===== src/rtl/fpu_arbiter.sv =====
// -----------------------------------------------------------------------------
// fpu_arbiter
// Round-robin scheduler that shares a single fpu between several clients.
// Each client hands over one operation (operand A, operand B, 4-bit operation
// code) through a req_rdy/req_ack handshake. The arbiter picks one client,
// drives the fpu input handshake, keeps operands and operation stable for the
// whole fpu run, captures the fpu result and returns it to that client through
// a resp_rdy/resp_ack handshake. Only one fpu operation is ever outstanding.
//
// Optional feature macro: FPU_ARB_TIMEOUT_EN
//   defined   -> watchdog counts cycles spent in issue/wait_result; when it
//                reaches timeout_cycles, the client receives a quiet NaN
//                with resp_error=1.
//   undefined -> no watchdog, the arbiter waits indefinitely, resp_error=0.
//
// Parameters:
//   bitness         operand/result width
//   requesters      number of clients (2..16)
//   timeout_cycles  watchdog limit (only used with FPU_ARB_TIMEOUT_EN)
//
// Ports:
//   clock, reset        system clock; synchronous active-low reset
//   req_rdy/req_ack     per-client request valid / one-cycle accept pulse
//   req_data_a/b        per-client operands, client i at [i*bitness +: bitness]
//   req_operation       per-client operation code, client i at [i*4 +: 4]
//   resp_rdy/resp_ack   per-client result valid / client accepts result
//   resp_result         result for the client whose resp_rdy is high
//   resp_error          result was produced by the watchdog
//   fpu_*               handshake and data towards the shared fpu
//   busy                high whenever the arbiter is not idle
// -----------------------------------------------------------------------------
module fpu_arbiter #(
    parameter int bitness        = 32,
    parameter int requesters     = 4,
    parameter int timeout_cycles = 64
) (
    input  logic                          clock,
    input  logic                          reset,
    input  logic [requesters-1:0]         req_rdy,
    output logic [requesters-1:0]         req_ack,
    input  logic [requesters*bitness-1:0] req_data_a,
    input  logic [requesters*bitness-1:0] req_data_b,
    input  logic [requesters*4-1:0]       req_operation,
    output logic [requesters-1:0]         resp_rdy,
    input  logic [requesters-1:0]         resp_ack,
    output logic [bitness-1:0]            resp_result,
    output logic                          resp_error,
    output logic                          fpu_input_rdy,
    input  logic                          fpu_input_ack,
    output logic [bitness-1:0]            fpu_data_a,
    output logic [bitness-1:0]            fpu_data_b,
    output logic [3:0]                    fpu_operation,
    input  logic                          fpu_output_rdy,
    output logic                          fpu_output_ack,
    input  logic [bitness-1:0]            fpu_result,
    output logic                          busy
);

    localparam int              PTR_W     = (requesters > 1) ? $clog2(requesters) : 1;
    localparam logic [3:0]      ADD_OP    = 4'h0;
    localparam logic [PTR_W-1:0] PTR_INIT = PTR_W'(requesters - 1);
    localparam logic [requesters-1:0] ONE_HOT_C = {{(requesters-1){1'b0}}, 1'b1};

    typedef enum logic [2:0] {
        ST_IDLE        = 3'd0,
        ST_ISSUE       = 3'd1,
        ST_WAIT_RESULT = 3'd2,
        ST_RELEASE     = 3'd3,
        ST_DELIVER     = 3'd4
    } state_t;

    // First requesting client after ptr, wrapping modulo requesters.
    function automatic logic [PTR_W-1:0] rr_pick(input logic [requesters-1:0] rdy,
                                                 input logic [PTR_W-1:0]      ptr);
        int cand;
        for (int i = 1; i <= requesters; i++) begin
            cand = (int'(ptr) + i) % requesters;
            if (rdy[cand]) begin
                return cand[PTR_W-1:0];
            end
        end
        return ptr;
    endfunction

    function automatic logic [requesters-1:0] one_hot(input logic [PTR_W-1:0] idx);
        return ONE_HOT_C << idx;
    endfunction

    state_t                  state_r, state_next_s;
    logic [PTR_W-1:0]        pointer_r, pointer_next_s;
    logic [PTR_W-1:0]        grant_r, grant_next_s;
    logic [PTR_W-1:0]        pick_s;
    logic [requesters-1:0]   req_ack_r, req_ack_next_s;
    logic [requesters-1:0]   resp_rdy_r, resp_rdy_next_s;
    logic [bitness-1:0]      resp_result_r, resp_result_next_s;
    logic [bitness-1:0]      data_a_r, data_a_next_s;
    logic [bitness-1:0]      data_b_r, data_b_next_s;
    logic [3:0]              operation_r, operation_next_s;
    logic                    input_rdy_r, input_rdy_next_s;
    logic                    output_ack_r, output_ack_next_s;
    logic                    busy_r, busy_next_s;

`ifdef FPU_ARB_TIMEOUT_EN
    localparam int TMR_W = $clog2(timeout_cycles + 1);
    localparam logic [TMR_W-1:0] TMR_LAST = TMR_W'(timeout_cycles - 1);

    // Quiet NaN: sign 0, exponent all ones, mantissa MSB set, rest zero.
    localparam int EXP_W = (bitness == 16) ? 5 : ((bitness == 64) ? 11 : 8);
    function automatic logic [bitness-1:0] quiet_nan();
        logic [bitness-1:0] v;
        v = '0;
        v[bitness-2 -: EXP_W+1] = '1;
        return v;
    endfunction

    logic [TMR_W-1:0] timer_r, timer_next_s;
    logic             error_r, error_next_s;
`endif

    // Round-robin candidate for the next grant.
    always_comb begin
        pick_s = rr_pick(req_rdy, pointer_r);
    end

    // Next-state and next-output logic for the arbitration FSM.
    always_comb begin
        state_next_s       = state_r;
        pointer_next_s     = pointer_r;
        grant_next_s       = grant_r;
        req_ack_next_s     = '0;
        resp_rdy_next_s    = resp_rdy_r;
        resp_result_next_s = resp_result_r;
        data_a_next_s      = data_a_r;
        data_b_next_s      = data_b_r;
        operation_next_s   = operation_r;
        input_rdy_next_s   = input_rdy_r;
        output_ack_next_s  = output_ack_r;
`ifdef FPU_ARB_TIMEOUT_EN
        timer_next_s       = timer_r;
        error_next_s       = error_r;
`endif
        case (state_r)
            ST_IDLE: begin
                if (|req_rdy) begin
                    grant_next_s     = pick_s;
                    pointer_next_s   = pick_s;
                    data_a_next_s    = req_data_a[int'(pick_s)*bitness +: bitness];
                    data_b_next_s    = req_data_b[int'(pick_s)*bitness +: bitness];
                    operation_next_s = req_operation[int'(pick_s)*4 +: 4];
                    req_ack_next_s   = one_hot(pick_s);
                    input_rdy_next_s = 1'b1;
                    state_next_s     = ST_ISSUE;
`ifdef FPU_ARB_TIMEOUT_EN
                    timer_next_s     = '0;
`endif
                end else begin
                    state_next_s = ST_IDLE;
                end
            end
            ST_ISSUE: begin
                if (fpu_input_ack) begin
                    input_rdy_next_s = 1'b0;
                    state_next_s     = ST_WAIT_RESULT;
                end else begin
                    state_next_s = ST_ISSUE;
                end
            end
            ST_WAIT_RESULT: begin
                if (fpu_output_rdy) begin
                    resp_result_next_s = fpu_result;
                    output_ack_next_s  = 1'b1;
                    state_next_s       = ST_RELEASE;
                end else begin
                    state_next_s = ST_WAIT_RESULT;
                end
            end
            ST_RELEASE: begin
                // Keep the ack up until the fpu has withdrawn its result.
                if (!fpu_output_rdy) begin
                    output_ack_next_s = 1'b0;
                    resp_rdy_next_s   = one_hot(grant_r);
                    state_next_s      = ST_DELIVER;
                end else begin
                    state_next_s = ST_RELEASE;
                end
            end
            ST_DELIVER: begin
                if (resp_ack[grant_r]) begin
                    resp_rdy_next_s = '0;
                    state_next_s    = ST_IDLE;
`ifdef FPU_ARB_TIMEOUT_EN
                    error_next_s    = 1'b0;
`endif
                end else begin
                    state_next_s = ST_DELIVER;
                end
            end
            default: begin
                state_next_s      = ST_IDLE;
                resp_rdy_next_s   = '0;
                input_rdy_next_s  = 1'b0;
                output_ack_next_s = 1'b0;
            end
        endcase
`ifdef FPU_ARB_TIMEOUT_EN
        // Watchdog overrides the normal progression of issue/wait_result.
        if ((state_r == ST_ISSUE) || (state_r == ST_WAIT_RESULT)) begin
            if (timer_r == TMR_LAST) begin
                input_rdy_next_s   = 1'b0;
                output_ack_next_s  = 1'b0;
                resp_result_next_s = quiet_nan();
                error_next_s       = 1'b1;
                resp_rdy_next_s    = one_hot(grant_r);
                state_next_s       = ST_DELIVER;
            end else begin
                timer_next_s = timer_r + {{(TMR_W-1){1'b0}}, 1'b1};
            end
        end else begin
            timer_next_s = timer_next_s;
        end
`endif
        busy_next_s = (state_next_s != ST_IDLE);
    end

    // State and registered-output update with synchronous active-low reset.
    always_ff @(posedge clock) begin
        if (!reset) begin
            state_r       <= ST_IDLE;
            pointer_r     <= PTR_INIT;
            grant_r       <= '0;
            req_ack_r     <= '0;
            resp_rdy_r    <= '0;
            resp_result_r <= '0;
            data_a_r      <= '0;
            data_b_r      <= '0;
            operation_r   <= ADD_OP;
            input_rdy_r   <= 1'b0;
            output_ack_r  <= 1'b0;
            busy_r        <= 1'b0;
`ifdef FPU_ARB_TIMEOUT_EN
            timer_r       <= '0;
            error_r       <= 1'b0;
`endif
        end else begin
            state_r       <= state_next_s;
            pointer_r     <= pointer_next_s;
            grant_r       <= grant_next_s;
            req_ack_r     <= req_ack_next_s;
            resp_rdy_r    <= resp_rdy_next_s;
            resp_result_r <= resp_result_next_s;
            data_a_r      <= data_a_next_s;
            data_b_r      <= data_b_next_s;
            operation_r   <= operation_next_s;
            input_rdy_r   <= input_rdy_next_s;
            output_ack_r  <= output_ack_next_s;
            busy_r        <= busy_next_s;
`ifdef FPU_ARB_TIMEOUT_EN
            timer_r       <= timer_next_s;
            error_r       <= error_next_s;
`endif
        end
    end

    assign req_ack        = req_ack_r;
    assign resp_rdy       = resp_rdy_r;
    assign resp_result    = resp_result_r;
    assign fpu_input_rdy  = input_rdy_r;
    assign fpu_data_a     = data_a_r;
    assign fpu_data_b     = data_b_r;
    assign fpu_operation  = operation_r;
    assign fpu_output_ack = output_ack_r;
    assign busy           = busy_r;
`ifdef FPU_ARB_TIMEOUT_EN
    assign resp_error     = error_r;
`else
    assign resp_error     = 1'b0;
`endif

endmodule


===== config.mk =====
export PLATFORM = sky130hd
export DESIGN_NAME = fpu_arbiter
export DESIGN_NICKNAME = d
export VERILOG_FILES = /design/src/rtl/fpu_arbiter.sv
export SDC_FILE = /design/constraint.sdc
export NUM_CORES = 1
export LEC_CHECK = 0
export CAP_MARGIN = 20
export CORE_AREA = 10 10 158 160
export CTS_CLUSTER_DIAMETER = 30
export DETAILED_ROUTE_END_ITERATION = 8
export DIE_AREA = 0 0 168 170
export GPL_TIMING_DRIVEN = 0
export PLACE_DENSITY = 0.69
export SETUP_SLACK_MARGIN = 0.3
export SYNTH_ARGS = -nofsm -noshare
export SYNTH_HDL_FRONTEND = slang
export SYNTH_SLANG_ARGS = --single-unit

===== constraint.sdc =====
create_clock -name clock -period 2.1 [get_ports clock]
set_clock_uncertainty 0.05 [all_clocks]
set_input_delay 0.42 -clock clock [delete_from_list [all_inputs] [get_ports clock]]
set_output_delay 0.42 -clock clock [all_outputs]
set_load 0.01 [all_outputs]

==> key figures <==
Outcome
  – Status: completed

Power
  – Switching Fraction: 33.06%
  – Peak supply drop: about 520 uV
  – Logic pwr share: ~40%
  – Pwr/cell area: 720.5 mW/mm^2
  – Leakage: 5.788 nW
  – Internal power: about 0.0063 W
  – Clk pwr share: approximately a third
  – Psw: 0.003118 W
  – Post-layout total power: 0.009434 W
  – Seq pwr share: 28.8%

Clocking
  – Number of buffers created by CTS: 17
  – H-tree Lvls: 4
  – Sinks on Clock Net: 118
  – CTS tree: done
  – Max clock buf depth: 2
  – Clock transition at the registers of the reported paths: about 0.060 ns
  – Root buffer cell: clkbuf_16
  – Clk_lat worst skew: 0.42 ns

Worst setup path
  – Worst setup SP type: flip-flop
  – Setup crit end kind: flip-flop
  – Critical path class: flip-flop to flip-flop
  – Worst path arrival time: ~2.2 ns
  – Most frequent CP cell: buf_12
  – WP data required: 2.36 ns
  – Critical Path Fanout Max: 5
  – Crit-path max cell delay: ~0.33 ns
  – Worst-path cell chain: or2_4 > or3_4 > and2_4 > buf_6 > buf_12 > buf_12 > buf_12 > nand2_2 > o211ai_2
  – Buffers & Inverters on Critical Path: 4
  – CP delay by family, top: simple AND/OR/NAND/NOR gates
  – Slowest stage cell, crit path: dfxtp_2

Logic synthesis
  – Mapped Cells: 801
  – Top cells by count, synth: nand2_1 (126), dfxtp_1 (118), a21o_1 (69), mux2i_1 (69), nand4_1 (69)
  – Top cells by area, synth: dfxtp_1 (34%), mux2i_1 (10%), a21o_1 (7.5%), o31ai_1 (7.4%), nand2_1 (6.9%)
  – Synth Area in Simple Gates: 18.02%
  – Synthesized area: 0.006873 sq mm
  – Synth area leader: dfxtp_1
  – Ys Warns: 0
  – Post-Synth Adder-Cell Area: 0%
  – Main combinational cell family by area after synthesis: compound AO/OA/AOI/OAI gates
  – Distinct cells, synth: 40
  – Syn_area_per_cell: 8.580 sq um
  – Primary FF master, synth: dfxtp_1
  – Sequential share of the synthesized area: 34.37%
  – Net Count, Synth: 1117
  – Mux cell area share after synthesis: between 10% and 20%
  – Top-count cell post-synth: nand2_1
  – Post-synth top area share: approximately a third
  – Post-synthesis async set-or-reset flop share: 0%
  – Post-synthesis compound-gate area fraction: 29.86%
  – Xor/xnor share of the synthesized area: 0%
  – EDFF count, synth: 0
  – Flops & latches, synth: 118

STA
  – Slew @ Worst Pin: between 0.6 and 0.7 ns
  – WHS: 0.3239 ns
  – RSZ-0062 raised after global routing: yes
  – Setup ws final: about 0.20 ns
  – Endpoints failing setup: 0
  – Final hold viol count: 0
  – Crit share post-route: 90.39%
  – Achievable Freq: roughly 530 MHz
  – Final Max Tran Viols: 0
  – Min Clock Period, post-route: between 1.5 and 2 ns
  – Worst slew margin: 58.79%

Global route
  – Total gr overflow: 0
  – Antenna violations before repair: 3
  – Vias in the first global route: 8348
  – Total global-route track usage: 23.60%
  – Pin count of the biggest net entering global routing: 17
  – First-pass GRT wire length: 52.27 mm

Drt
  – Final ANT Viol Nets: 0
  – WL final: 36.31 mm
  – First-pass DRT Iterations: 5
  – Wirelength per Cell: between 20 and 25 um
  – Initial drt markers: around 520
  – Via count: 8336
  – Mean number of vias per cell: 5.330
  – Residual DRC count: 0

Placed design
  – GP Congestion: 0.8750
  – DP HPWL: 28.10 mm
  – Setup slack at placement: -0.8930 ns
  – IO Port Bufs: 425

Final layout
  – Final #Nets: 1584
  – Area Growth Syn to Fin: 90.50%
  – Layout cells sized above 1: 18.66%

Job
  – Max Cap Viol: 0

Die
  – Number of I/O pins: about 430
  – Die Height: 170 um
  – Starting Density: between 30% and 40%
  – Die footprint: 0.02856 sq mm
  – Core box area: about 0.022 sq mm
  – Floorplan row count: 54
  – Die W: 168 um

Worst hold path
  – Hold WC Path Type: input pin to flip-flop
layout by cell type (no fill, tap or decap), types with 9 or more instances in the layout:
cell type	count
a21o_1	69
clkbuf_4	12
clkbuf_1	20
a21boi_0	34
mux2i_1	31
o21ai_0	12
buf_12	13
mux2i_4	21
buf_2	12
o211ai_2	21
o211ai_1	49
nand2_2	19
nor2_1	9
nand2_1	124
dlymetal6s2s_1	31
mux2i_2	17
clkbuf_2	23
buf_4	20
clkbuf_16	18
nand4_1	69
dfxtp_1	114
clkdlybuf4s50_1	314
dlygate4sd2_1	77
o31ai_1	57
metrics by stage:
step	setup TNS (ns)	area, sq um	std cells	utilization (%)
floorplan	0	6883	801	-
global placement	-46.29	11490	1506	52.97
detailed placement	-47.26	11490	1506	52.97
CTS	0	12680	1557	58.47
global route	0	13090	1564	60.37
finish	0	13090	1564	60.37
logic make-up after synthesis:
| kind of cell | count (synthesis) |
|---|---|
| DFF | 118 |
| AOI/OAI and AO/OA | 267 |
| buffers and inverters | 94 |
| other | 1 |
| and+or+nand+nor | 251 |
| muxes | 70 |
cell type report:
cell class	instances	area (sq um)
clock buffer	17	425.4
sequential	118	2372
fill	1948	8596
clock inverter	15	180.2
antenna	3	7.507
inverter	3	11.26
timing repair buffer	448	4571
buffer	91	661.9
multi-input combinational	589	4513
tap	280	350.3
what timing repair did:
| item | CTS | global route |
|---|---|---|
| pin swaps | 9 | 12 |
| gates cloned | 5 | 1 |
| hold buffers | 0 | 0 |
| setup buffers | 14 | 3 |
| endpoints found under the setup margin | 152 | 136 |
| gates resized for setup | 190 | 118 |
path summary, 6_finish.rpt:
kind,startpoint,to,slack (ns),cells after the start
worst max-delay path,state_r[0],fpu_data_b[16],0.20,9
worst min-delay path,reset,resp_rdy[0],0.32,3
worst max register to register,state_r[0],fpu_data_b[16],0.20,9
worst min register to register,resp_result[30],resp_result[30],0.41,2
registers in the layout, summed over array words and instances (netlist names):
name            flops
req_ack             4
grant_r             2
fpu_operation       4
resp_rdy            4
busy                1
state_r             3
resp_result        32
pointer_r           2
fpu_output_ack      1
fpu_input_rdy       1
fpu_data_b         32
fpu_data_a         32
tightest hold or removal path, delay by kind of cell:
family,cells,cell delay [ns]
buf+inv,1,0.18
compound gates,1,0.06
simple gates,1,0.09
routing by layer:
| layer | track usage [%] | vias to the layer above | share of wire (%) |
|---|---|---|---|
| li1 | - | 3944 | - |
| met3 | 5.966 | 49 | 7.1 |
| met1 | 27.85 | 3960 | 40 |
| met4 | 7.759 | 0 | 2.5 |
| met5 | 0 | - | 0 |
| met2 | 40.94 | 383 | 51 |
power groups by stage:
stage / Sequential, W / Clock (W) / Combinational (W)
5_1_grt: 0.00276 / 0.00321 / 0.00390
6_report: 0.00272 / 0.00305 / 0.00367
3_3_place_gp: 0.00276 / 0 / 0.00316
3_5_place_dp: 0.00277 / 0 / 0.00318
2_1_floorplan: 0.00288 / 0 / 0.00139
4_1_cts: 0.00272 / 0.00309 / 0.00350
Note: power is estimated with default switching activity, not from simulation.
